## config.mk

```make
export PLATFORM = sky130hd
export DESIGN_NAME = hazard_ctrl
export DESIGN_NICKNAME = d
export VERILOG_FILES = /design/src/rtl/hazard_ctrl.sv
export SDC_FILE = /design/constraint.sdc
export NUM_CORES = 1
export LEC_CHECK = 0
export BUFFER_PORTS_ARGS = -buffer_cell sky130_fd_sc_hd__buf_2
export CORE_MARGIN = 2
export CORE_UTILIZATION = 53
export DETAILED_ROUTE_END_ITERATION = 12
export PLACE_DENSITY = 0.78
export SETUP_SLACK_MARGIN = 0.2
export SLEW_MARGIN = 0
export SYNTH_ARGS = -nofsm -noshare
export SYNTH_HDL_FRONTEND = slang
export SYNTH_SLANG_ARGS = --single-unit
```

## constraint.sdc

```tcl
create_clock -name clk -period 2.06 [get_ports clk]
set_input_delay 0.309 -clock clk [delete_from_list [all_inputs] [get_ports clk]]
set_output_delay 0.309 -clock clk [all_outputs]
set_load 0.02 [all_outputs]
```

## src/rtl/hazard_ctrl.sv

```systemverilog
// hazard_ctrl: tracks destination tags for EX/MEM/WB, registers the ALU
// forward selects for EX, and drives every stall, bubble, flush and freeze
// in the five-stage core.
module hazard_ctrl (
    input  logic        clk,
    input  logic        rst,
    input  logic        id_valid,
    input  logic [3:0]  id_rs,
    input  logic [3:0]  id_rt,
    input  logic        id_uses_rs,
    input  logic        id_uses_rt,
    input  logic [3:0]  id_rd,
    input  logic        id_regwrite,
    input  logic        id_memread,
    input  logic        id_flag_en,
    input  logic        id_condbr,
    input  logic        id_branch_taken,
    input  logic        id_halt,
    input  logic        if_busy,
    input  logic        mem_busy,
    output logic        stall_pc,
    output logic        stall_ifid,
    output logic        bubble_ex,
    output logic        flush_ifid,
    output logic        freeze_back,
    output logic [1:0]  forward_aluin1,
    output logic [1:0]  forward_aluin2,
    output logic        halted,
    output logic [15:0] stall_count
);

    // Per-stage destination tag; the halt bit lets us see HLT reach WB.
    typedef struct packed {
        logic       valid;
        logic [3:0] rd;
        logic       regwrite;
        logic       memread;
        logic       flag_en;
        logic       halt;
    } tag_t;

    typedef enum logic [1:0] {RUN, MSTALL, HALT} state_t;

    state_t     state, next_state;
    tag_t       ex_tag, mem_tag, wb_tag, id_tag;
    logic [1:0] fwd1_next, fwd2_next;
    logic       rs_ex, rt_ex, load_use, flag_use, hazard_stall;
    logic       halt_in_flight, fetch_stall, back_frozen, halt_enter;

    // A source hits a tag only if it is really read, is not r0, and the tag writes it.
    function automatic logic src_match(input logic used, input logic [3:0] src, input tag_t t);
        return used && (src != 4'd0) && t.valid && t.regwrite && (t.rd == src);
    endfunction

    // Youngest producer wins: EX result comes over the MEM path, MEM result over WB.
    function automatic logic [1:0] fwd_sel(input logic used, input logic [3:0] src,
                                           input tag_t ex_t, input tag_t mem_t);
        if (src_match(used, src, ex_t))
            return 2'b01;
        else if (src_match(used, src, mem_t))
            return 2'b10;
        else
            return 2'b00;
    endfunction

    assign id_tag = id_valid ? {1'b1, id_rd, id_regwrite, id_memread, id_flag_en, id_halt} : '0;

    assign rs_ex          = id_valid && src_match(id_uses_rs, id_rs, ex_tag);
    assign rt_ex          = id_valid && src_match(id_uses_rt, id_rt, ex_tag);
    assign load_use       = ex_tag.memread && (rs_ex || rt_ex);
    assign flag_use       = id_valid && id_condbr && ex_tag.valid && ex_tag.flag_en;
    assign hazard_stall   = load_use || flag_use;
    assign halt_in_flight = (ex_tag.valid && ex_tag.halt) || (mem_tag.valid && mem_tag.halt)
                         || (wb_tag.valid && wb_tag.halt);
    assign fetch_stall    = if_busy || (id_valid && id_halt);
    assign back_frozen    = (state == HALT) || mem_busy;
    assign halt_enter     = !back_frozen && mem_tag.valid && mem_tag.halt;

    assign fwd1_next = id_valid ? fwd_sel(id_uses_rs, id_rs, ex_tag, mem_tag) : 2'b00;
    assign fwd2_next = id_valid ? fwd_sel(id_uses_rt, id_rt, ex_tag, mem_tag) : 2'b00;

    // State register for the RUN / MSTALL / HALT controller.
    always_ff @(posedge clk or negedge rst) begin
        if (!rst)
            state <= RUN;
        else
            state <= next_state;
    end

    // Next state: MSTALL follows mem_busy, HALT is entered when HLT reaches WB and never left.
    always_comb begin
        next_state = state;
        case (state)
            RUN:     if (mem_busy)  next_state = MSTALL;
            MSTALL:  if (!mem_busy) next_state = RUN;
            HALT:    next_state = HALT;
            default: next_state = RUN;
        endcase
        if (halt_enter)
            next_state = HALT;
    end

    // Outputs by priority: reset, HALT, memory stall, data/flag hazard, fetch stall, branch flush.
    always_comb begin
        stall_pc    = 1'b0;
        stall_ifid  = 1'b0;
        bubble_ex   = 1'b0;
        flush_ifid  = 1'b0;
        freeze_back = 1'b0;
        halted      = 1'b0;
        if (!rst) begin
            halted = 1'b0;
        end else if (state == HALT) begin
            stall_pc    = 1'b1;
            stall_ifid  = 1'b1;
            bubble_ex   = 1'b1;
            freeze_back = 1'b1;
            halted      = 1'b1;
        end else if (mem_busy) begin
            stall_pc    = 1'b1;
            stall_ifid  = 1'b1;
            freeze_back = 1'b1;
        end else if (hazard_stall) begin
            stall_pc   = 1'b1;
            stall_ifid = 1'b1;
            bubble_ex  = 1'b1;
        end else if (fetch_stall) begin
            stall_pc   = 1'b1;
            stall_ifid = 1'b1;
            bubble_ex  = if_busy || halt_in_flight;
        end else begin
            flush_ifid = id_valid && id_branch_taken;
        end
    end

    // Tag pipeline and registered forward selects; everything holds while the back end is frozen.
    always_ff @(posedge clk or negedge rst) begin
        if (!rst) begin
            ex_tag         <= '0;
            mem_tag        <= '0;
            wb_tag         <= '0;
            forward_aluin1 <= 2'b00;
            forward_aluin2 <= 2'b00;
        end else if (!back_frozen) begin
            ex_tag         <= bubble_ex ? '0 : id_tag;
            mem_tag        <= ex_tag;
            wb_tag         <= mem_tag;
            forward_aluin1 <= bubble_ex ? 2'b00 : fwd1_next;
            forward_aluin2 <= bubble_ex ? 2'b00 : fwd2_next;
        end
    end

    // Saturating count of PC-stall cycles, excluding the halted core.
    always_ff @(posedge clk or negedge rst) begin
        if (!rst)
            stall_count <= 16'd0;
        else if (stall_pc && (state != HALT) && (stall_count != 16'hFFFF))
            stall_count <= stall_count + 16'd1;
    end

endmodule

```

* Word-level counts from Yosys, hierarchy flattened *
Cells that the tools add are included.
Widths: inputs -> output; s select.

operators by class
  add/subtract/negate cells = 1
  multipliers = 0
  div/mod/pow operators = 0
  order comparisons = 0
  eq/ne operators = 10
  shift operators = 0
  muxes and demuxes = 34
  bitwise operators = 0
  reductions and logical operators = 41

operators by type and width
  cell                   number
  $logic_and 1x1->1      29
  $mux 2                 11
  $mux 1                 20
  $mux 9                 2
  $add 16x1->16 const B  1
  $eq 4x4->1             4
  $ne 16x16->1 const B   1
  $reduce_bool 4->1      2
  $logic_or 1x1->1       7
  $ne 3x3->1 const B     2
  $pmux 2 s3             1
  $eq 2x1->1 const B     1
  $eq 2x2->1 const B     1
  $logic_not 2->1        1
  $ne 2x2->1 const B     1
  $reduce_and 2->1       1
  $logic_not 1->1        1

storage, ports and cells
  bits in registers = 40
  bits in latches = 0
  RAM bits = 0
  bits in read-only memories = 0
  bits of input ports = 25
  logic and storage cells = 102
  memories = 0

* Longest topological paths before layout *
Gate-level depths: netlist (run 1).

  depth after elaboration = 15
  mapped depth = 9
  depth with buffers taken out = 8

* Worst setup path before layout (run 1) *
Ideal clock, no wire load.

  kind = input to output
  start point = input id_rs[0]
  end point = output stall_pc
  arrival = 1778 ps
  required time = 1751 ps
  slack = -27 ps
  cell stages on the path = 7
  cells stage by stage = o41ai_2 nor3_1 nand4_2 a21oi_4 or3_1 and2_1 buf_4

between the ends
  longest elaborated chain between the ends = 13

RTL lines
  element                          RTL line  RTL
  from (decl)                      8         input logic [3:0] id_rs,
  $reduce_bool 4->1                52        return used && (src != 4'd0) && t.valid && t.regwrite && (t.rd == src);
  $logic_and 1x1->1 (3 in series)  52
  $logic_and 1x1->1 *              52
  $logic_and 1x1->1 *              68        assign rs_ex = id_valid && src_match(id_uses_rs, id_rs, ex_tag);
  $logic_or 1x1->1 *               70        assign load_use = ex_tag.memread && (rs_ex || rt_ex);
  $logic_and 1x1->1 *              70
  $logic_or 1x1->1 *               72        assign hazard_stall = load_use || flag_use;
  $mux 1 * (4 in series)           -
  to (decl)                        21        output logic stall_pc,

Every way passes the cells marked *; elsewhere a longest branch is shown, timed or not.

* Worst setup path in the final report (run 1) *
  start point = register ex_tag[7] (netlist bit)
  end point = register ex_tag[4] (netlist bit)

between the ends
  longest elaborated chain between the ends = 11

RTL lines
  element                               RTL line  RTL
  from (decl)                           45        tag_t ex_tag, mem_tag, wb_tag, id_tag;
  from (signal assigned)                145       ex_tag <= bubble_ex ? '0 : id_tag;
  $eq 4x4->1                            52
  $logic_and 1x1->1                     52
  $logic_and 1x1->1 (on tied branches)  68, 69
  $logic_or 1x1->1 *                    70
  $logic_and 1x1->1 *                   70
  $logic_or 1x1->1 *                    72
  $mux 1 *                              123       end else if (hazard_stall) begin
  $mux 1 *                              119       end else if (mem_busy) begin
  $mux 1 *                              113       end else if (state == HALT) begin
  $mux 1 *                              111       if (!rst) begin
  $mux 9 *                              145

Marked as above.
A chain may end at the register's enable or synchronous reset.

==> results of run 1 <==
## synthesized netlist by cell type (all sizes together), types with 3 or more instances
library cell | number | area, µm²
and3 | 4 | 25.02
nor3 | 10 | 55.05
nor2 | 14 | 72.57
clkbuf | 4 | 15.01
xnor2 | 9 | 78.83
xor2 | 22 | 192.7
dfrtp | 40 | 1001
o21ai | 6 | 30.03
nand3 | 9 | 45.04
and2 | 4 | 25.02
nand2 | 45 | 168.9
nand4 | 4 | 37.53
a22o | 8 | 78.83
buf | 3 | 30.03
## cells in the final DEF (no fill, tap or decap), types with 2 or more instances in the layout
master    instances
nand4_2           2
o21ai_1           2
clkbuf_8          5
nand3_2           2
o21ai_2           3
buf_4            23
a22o_2            7
nor2_1            5
nor2_2            6
nor2_4            3
buf_6            11
nor3_1            2
o31ai_4           2
nor3_2            5
o41ai_4           2
dfrtp_1          34
and2_4            2
xnor2_1           8
nand4_1           2
xor2_1           22
nand2_1          45
nor2b_1           2
dfrtp_2           6
and2_1            2
nand3_1           6
buf_2            46
and3_1            2
nor3_4            3
and3_4            2
## logic make-up (layout without fill, tap and decap cells)
| kind of cell | count (synthesis) | count (layout) | share of synthesized area (%) |
|---|---|---|---|
| adder cells (fa/ha/maj) | 1 | 1 | 0.6067 |
| AND/OR/NAND/NOR | 98 | 98 | 23.60 |
| flip-flops | 40 | 40 | 48.54 |
| multiplexers | 1 | 1 | 0.5461 |
| buffers and inverters | 8 | 90 | 2.366 |
| AO/OA/AOI/OAI | 22 | 22 | 11.17 |
| XOR/XNOR | 31 | 31 | 13.17 |
## cell type report
class	count	area [µm²]	share of cell area (%)
multi-input combinational	153	1187	41.21
sequential	40	1008	35.00
timing repair buffer	81	536.8	18.63
clock buffer	6	72.57	2.518
tap	48	60.06	2.084
clock inverter	2	12.51	0.4342
inverter	1	3.754	0.1303
## per-layer routing
metal / up-vias / track usage [%] / share of wire, %
met3: 11 / 4.600 / 3.6
met5: - / 0 / 0
met1: 859 / 29.70 / 43
met2: 46 / 37.50 / 52
li1: 849 / - / -
met4: 0 / 8.418 / 1.8
## registers in the layout, indices dropped and copies added (netlist names)
name	count
forward_aluin1	2
stall_count	16
mem_tag	7
wb_tag	2
forward_aluin2	2
state	2
ex_tag	9
## how the worst max path moves through the flow
| stage | startpoint | to | cells past startpoint |
|---|---|---|---|
| 4_1_cts | ex_tag[6] | stall_ifid | 7 |
| 6_report | ex_tag[7] | ex_tag[4] | 11 |
| 3_5_place_dp | id_rs[2] | bubble_ex | 9 |
| 3_3_place_gp | id_rt[3] | bubble_ex | 9 |
| 2_1_floorplan | ex_tag[7] | stall_pc | 7 |
| 5_1_grt | ex_tag[7] | bubble_ex | 8 |
## what timing repair did
action,4_1_cts,5_1_grt
endpoints found under the setup margin,24,31
hold buffers,1,0
buffers inserted,6,4
pin swaps,5,11
gates resized for setup,20,30
endpoints found under the hold margin,7,0
## metrics by stage
step	instance area (µm²)	power (mW)
floorplan	2106	1.332
global placement	2517	1.532
detailed placement	2517	1.548
CTS	2741	2.066
global route	2882	2.221
finish	2882	2.117
## worst max-delay path: stages, from the launching register on
cell,delay (ns)
dfrtp_1,0.40
xor2_1,0.16
nor3_2,0.19
nand4_2,0.15
a21oi_4,0.23
buf_4,0.14
buf_4,0.10
buf_6,0.09
o31ai_4,0.08
and3_4,0.16
buf_4,0.15
a22o_2,0.21
## power by group
| group | total, mW | internal [mW] | switching [mW] |
|---|---|---|---|
| Combinational | 0.587 | 0.265 | 0.321 |
| Clock | 0.500 | 0.236 | 0.264 |
| Sequential | 1.03 | 0.894 | 0.136 |
| Total | 2.12 | 1.40 | 0.721 |
==> results.md, run 1 <==
- Setup_tns: -0.9412 ns
- R2R Path End: ex_tag[4]
- Yosys reg bits: 40
- EDFF count, synth: 0
- Clock Skew: 0.01184 ns
- CP Launch Type: flop
- Worst-case vdd ir drop: 0.6270 mV
- Total gr overflow: 0
- CP max FO: 6
- CTS tree: yes
- Setup ws final: -0.1101 ns
- Num CTS Buffers: 5
- Setup CP Type: reg -> reg
- Rel. slew slack: 75.66%
- Fraction of layout cells with a size suffix above 1: 49.82%
- Worst Path Arrival: 2.35 ns
- DR pass1 iterations: 4
- Top FF cell, synth: dfrtp_1
- Die Wd: 66.38 µm
- Post-layout min period: 2.170 ns
- DR vias: 1765
- Maximum clock frequency: 460.8 MHz
- CP required: 2.24 ns
- Final ANT Viol Nets: 0
- Mean Syn Cell Area: 10.26 µm²
- First-pass GRT wire length: 7.486 mm
- Worst-path clk slew: 0.08 ns
- Hold Slack: 0.04852 ns
- Final Hold Vio Count: 0
- Post-Syn Nets: 227
- Root buffer cell: clkbuf_8
- Initial Utilization: 55.90%
- PortBufs: 50
- Initial antenna violation count: 0
- DR iter-0 viols: 108
- # DRC: 0
- GRT Overall Usage: 22.83%
- Util after Layout: 78.12%
- RSZ-0062 raised after global routing: yes
- Worst r2r src: ex_tag[7]
- Die area: 4406 µm²
- Ys async rst share: 100.0%
- # rows: 22
- Core area: 3689 µm²
- Max Slew Vio Count: 0
- Nets@finish: 308
- Worst-case clock buffer depth: 2
- Failing checks: negative setup slack
- Chip height: 66.38 µm
- Cell count after placement: 312
- R2r worst-path depth: 11
- Pwr dens: 734.5 nW/µm²
- Leak: 1.467 nW
- Vias in the first global route: 1618
- Slew of the pin with the lowest slew margin: 0.3651 ns
- # diodes: 0
- Max cap viols: 0
- Fin crit share: 105.3%
- Pre-CTS setup slack: -0.04424 ns
- Clk Latency, worst-skew pair: 0.29 ns
- Largest net degree at the start of global routing: 17
- HPWL after DPL: 3.364 mm
- Cells after Synth: 201
- Area Growth Syn to Fin: 39.74%
- IO Pins: 51
- FF-to-FF setup slack: -0.11 ns
- Avg WL per Cell: 15.31 µm
- Synth warn: 0
- H-tree depth: 2
- Synth Cell Area: 2062 µm²
- Final Non-Filler Cells: 331
- Fillers: 249
- Post-synth cell types: 33
- Post-synthesis sequential area ratio: 48.54%
- Final setup viols: 12
- WL final: 5.068 mm
- Hold/Removal Path Class: in -> async
- Global placement routability congestion: 0.7987
- Drt via density: 5.332
- Outcome: complete, but fails checks
- Crit path capture type: flop
- Sinks on the clock net: 40
No activity file was read; power rests on OpenSTA's default activity.
==> run 2: changes to the inputs <==
--- a/config.mk
+++ b/config.mk
@@ -5,11 +5,12 @@
 export SDC_FILE = /design/constraint.sdc
 export NUM_CORES = 1
 export LEC_CHECK = 0
+export ABC_AREA = 1
 export BUFFER_PORTS_ARGS = -buffer_cell sky130_fd_sc_hd__buf_2
 export CORE_MARGIN = 2
-export CORE_UTILIZATION = 53
+export CORE_UTILIZATION = 55
 export DETAILED_ROUTE_END_ITERATION = 12
-export PLACE_DENSITY = 0.78
+export PLACE_DENSITY = 0.79
 export SETUP_SLACK_MARGIN = 0.2
 export SLEW_MARGIN = 0
 export SYNTH_ARGS = -nofsm -noshare
==> run 2 against run 1 <==
  * The flow now finishes without violations
  * Combinational power is 7.3% lower
  * Sequential share of layout area is 1.8 points lower
  * Synthesized cell count grew 64%
  * Core utilization decreased by 7.8 points
  * Maximum frequency increased by 7.1%
  * Register-to-register slack better by 0.24 ns
  * Area after synthesis up 17%
  * Critical path depth grew 1
  * Count of clock-buffer cells in the layout up 1
  * Critical endpoint is now bubble_ex
==> results.md, run 2 <==
- Outcome: finished clean
- Top FF cell, synth: dfrtp_1
- Global placement routability congestion: 0.9316 (+17%)
- Crit-path leading delay family: simple AND/OR/NAND/NOR gates
- RSZ-0062 raised after global routing: yes
- HPWL after DPL: 4.116 mm (+22%)
- Mean Syn Cell Area: 7.333 µm² (-29%)
- Worst-case vdd ir drop: 0.6230 mV (-0.64%)
- Num CTS Buffers: 5 (unchanged)
- Clk pwr share: 27.2% (+3.6 points)
- Post-layout min period: 2.025 ns (-0.1447 ns)
- # rows: 24 (+9.1%)
- CP required: 1.75 ns (-0.49 ns)
- DR pass1 iterations: 5 (+1)
- Most frequent cells after synthesis: nand2_1 (123), dfrtp_1 (40), inv_1 (33)
- DR vias: 2351 (+33%)
- # DRC: 0 (unchanged)
- Post-synth cell types: 32 (-3.0%)
- CP Launch Type: flop
- Setup CP Type: reg -> out
- EDFF count, synth: 0 (unchanged)
- Largest net degree at the start of global routing: 32 (+15)
- Proportion of power drawn by combinational gates: 26.0% (-1.7 points)
- Crit path capture: bubble_ex
- Max Slew Vio Count: 0 (unchanged)
- Nets@finish: 424 (+38%)
- Fraction of layout cells with a size suffix above 1: 28.89% (-21 points)
- Die Wd: 70.33 µm (+6.0%)
- Post-synthesis sequential area ratio: 41.37% (-7.2 points)
- Max cap viols: 0 (unchanged)
- Reg with most FFs: stall_count
- # diodes: 0 (unchanged)
- Area Growth Syn to Fin: 24.87%
- Register share of total power: 46.8% (-1.9 points)
- Final ANT Viol Nets: 0 (unchanged)
- Fillers: 369 (+48%)
- Sw Share: 33.13% (-0.94 points)
- Worst path bufs/invs: 2 (-2)
- IO Pins: 51 (unchanged)
- Fin crit share: 98.32% (-7.0 points)
- R2R Path End: stall_count[1]
- GRT Overall Usage: 24.82% (+2.0 points)
- Crit path cell chain: inv_2, nand2_1, nand2_1, nand2_1, nor2_2, nand3_1, nand2_1, nand2_2, nand3_2, nand2_2, nand2_2, buf_6
- Ys async rst share: 100.0% (unchanged)
- First-pass GRT wire length: 9.825 mm (+31%)
- Net load switching power: 0.6934 mW (-3.8%)
- PortBufs: 50 (unchanged)
- Synth warn: 0 (unchanged)
- Rel. slew slack: 70.89% (-4.8 points)
- Max reg flops: 16 (unchanged)
- Maximum clock frequency: 493.7 MHz (+7.1%)
- Most common cell after layout, fill and taps aside: nand2_1
- Leak: 1.613 nW (+9.9%)
- Cells after Synth: 330 (+64%)
- CTS tree: yes
- Hold/Removal Path Class: in -> reg
- Worst-case clock buffer depth: 2 (unchanged)
- Critical path depth: 12 (+1)
- Crit path capture type: primary output
- CP max stage delay: 0.45 ns (+0.05 ns)
- Post-synth top area cell: dfrtp_1
- CP most frequent cell: nand2_1
- Clk Latency, worst-skew pair: 0.29 ns (about the same)
- Chip height: 70.33 µm (+6.0%)
- WL final: 6.016 mm (+19%)
- Initial Utilization: 56.35% (+0.45 points)
- Final Hold Vio Count: 0 (unchanged)
- Core area: 4294 µm² (+16%)
- Area taken by multi-input logic gates: 1279 µm² (+7.7%)
- Setup ws final: 0.03461 ns (+0.1447 ns)
- Most frequent cells in the layout: nand2_1 (110), buf_2 (46), dfrtp_1 (39), inv_1 (29), nor2_1 (26)
- Slew of the pin with the lowest slew margin: 0.4353 ns (+0.07020 ns)
- Critical path launch point: ex_tag[6]
- FF-to-FF setup slack: 0.13 ns (+0.24 ns)
- H-tree depth: 2 (unchanged)
- CP max-delay cell: dfrtp_1
- Root buffer cell: clkbuf_8
- Final setup viols: 0 (-12)
- Pwr dens: 692.6 nW/µm² (-5.7%)
- Internal Power: 1.399 mW (+0.28%)
- Die area: 4946 µm² (+12%)
- Worst Path Arrival: 1.72 ns (-0.63 ns)
- Hold Slack: 0.2586 ns (+0.2101 ns)
- Synth area leaders: dfrtp_1 (41%), nand2_1 (19%), inv_1 (5.1%), nor2_1 (4.7%), xnor2_1 (4.3%)
- Synth Cell Area: 2420 µm² (+17%)
- Drt via density: 5.224 (-2.0%)
- Total gr overflow: 0 (unchanged)
- Total power: 2.093 mW (-1.1%)
- R2r worst-path depth: 13 (+2)
- Vias in the first global route: 2295 (+42%)
- CP max FO: 5 (-1)
- Initial antenna violation count: 0 (unchanged)
- Top-area cell type share of the netlist area: 41.37% (-7.2 points)
- Largest registers: stall_count: 16 flops, ex_tag: 9 flops, mem_tag: 7 flops
- Worst r2r src: ex_tag[6]
- Yosys reg bits: 40 (unchanged)
- Cell with the most instances after synthesis: nand2_1
- Sinks on the clock net: 40 (unchanged)
- DR iter-0 viols: 185 (+71%)
- Worst-path clk slew: 0.08 ns (about the same)
- Seq. cell area: 1002 µm² (-0.62%)
- Pre-CTS setup slack: 0.2359 ns (+0.2802 ns)
- Avg WL per Cell: 13.37 µm (-13%)
- Clock Skew: 0.01216 ns (+0.0003215 ns)
- Post-Syn Nets: 356 (+57%)
## run 2: cell families after synthesis
| family | after synthesis | synth area share, % |
|---|---|---|
| AO/OA/AOI/OAI | 21 | 5.119 |
| XOR/XNOR | 21 | 7.601 |
| adder cells (fa/ha/maj) | 1 | 0.5170 |
| buffers and inverters | 46 | 7.962 |
| flip-flops | 40 | 41.37 |
| AND/OR/NAND/NOR | 201 | 37.44 |
## run 2: per-stage QoR
| stage | instances | setup TNS (ns) | util (%) | instance area, µm² |
|---|---|---|---|---|
| floorplan | 330 | 0 | - | 2420 |
| global placement | 429 | 0 | 63.49 | 2726 |
| detailed placement | 429 | 0 | 63.49 | 2726 |
| CTS | 441 | 0 | 67.63 | 2904 |
| global route | 450 | -0.3372 | 70.37 | 3022 |
| finish | 450 | 0 | 70.37 | 3022 |
## run 2: how the worst min path moves through the flow
stage / slack, ns / to / cells after the start / startpoint
finish: 0.26 / ex_tag[5] / 3 / id_rd[1]
global route: 0.26 / ex_tag[5] / 3 / id_rd[1]
CTS: 0.25 / ex_tag[5] / 3 / id_rd[1]
detailed placement: 0.30 / stall_count[12] / 2 / rst
global placement: 0.29 / stall_count[12] / 2 / rst
floorplan: 0.01 / ex_tag[0] / 0 / rst
## run 2: routing by layer
metal | share of wire (%) | wire (µm) | vias up | GRT usage (%)
met5 | 0 | 0 | - | 0
met4 | 0.88 | 53 | 0 | 10.47
met3 | 6.8 | 409 | 6 | 4.618
met2 | 51 | 3069 | 86 | 43.19
met1 | 41 | 2483 | 1085 | 29.92
li1 | - | - | 1174 | -
## run 2: worst min-delay path, delay by kind of cell
kind | cells | cell delay, ns
buf+inv | 1 | 0.08
simple gates | 2 | 0.14
## run 2: power by group through the flow
stage | registers (mW) | logic (mW) | clock network (mW)
floorplan | 1.01 | 0.283 | 0
detailed placement | 0.992 | 0.468 | 0
CTS | 0.977 | 0.500 | 0.581
global placement | 0.988 | 0.461 | 0
finish | 0.980 | 0.544 | 0.569
global route | 0.993 | 0.601 | 0.605
## run 2: area by class of cell
cell class                      instances  area share (%)
Clock buffer                            7           3.188
Inverter                               37           4.596
Multi-Input combinational cell        244           42.32
Sequential cell                        40           33.17
Tap cell                               52           2.153
Timing Repair Buffer                   70           14.58
## run 2: repair_timing
action	4_1_cts	5_1_grt
setup endpoints to repair	4	20
hold endpoints to repair	9	0
setup buffers	4	9
gates resized for setup	18	14
pin swaps	1	21
hold buffers	1	0
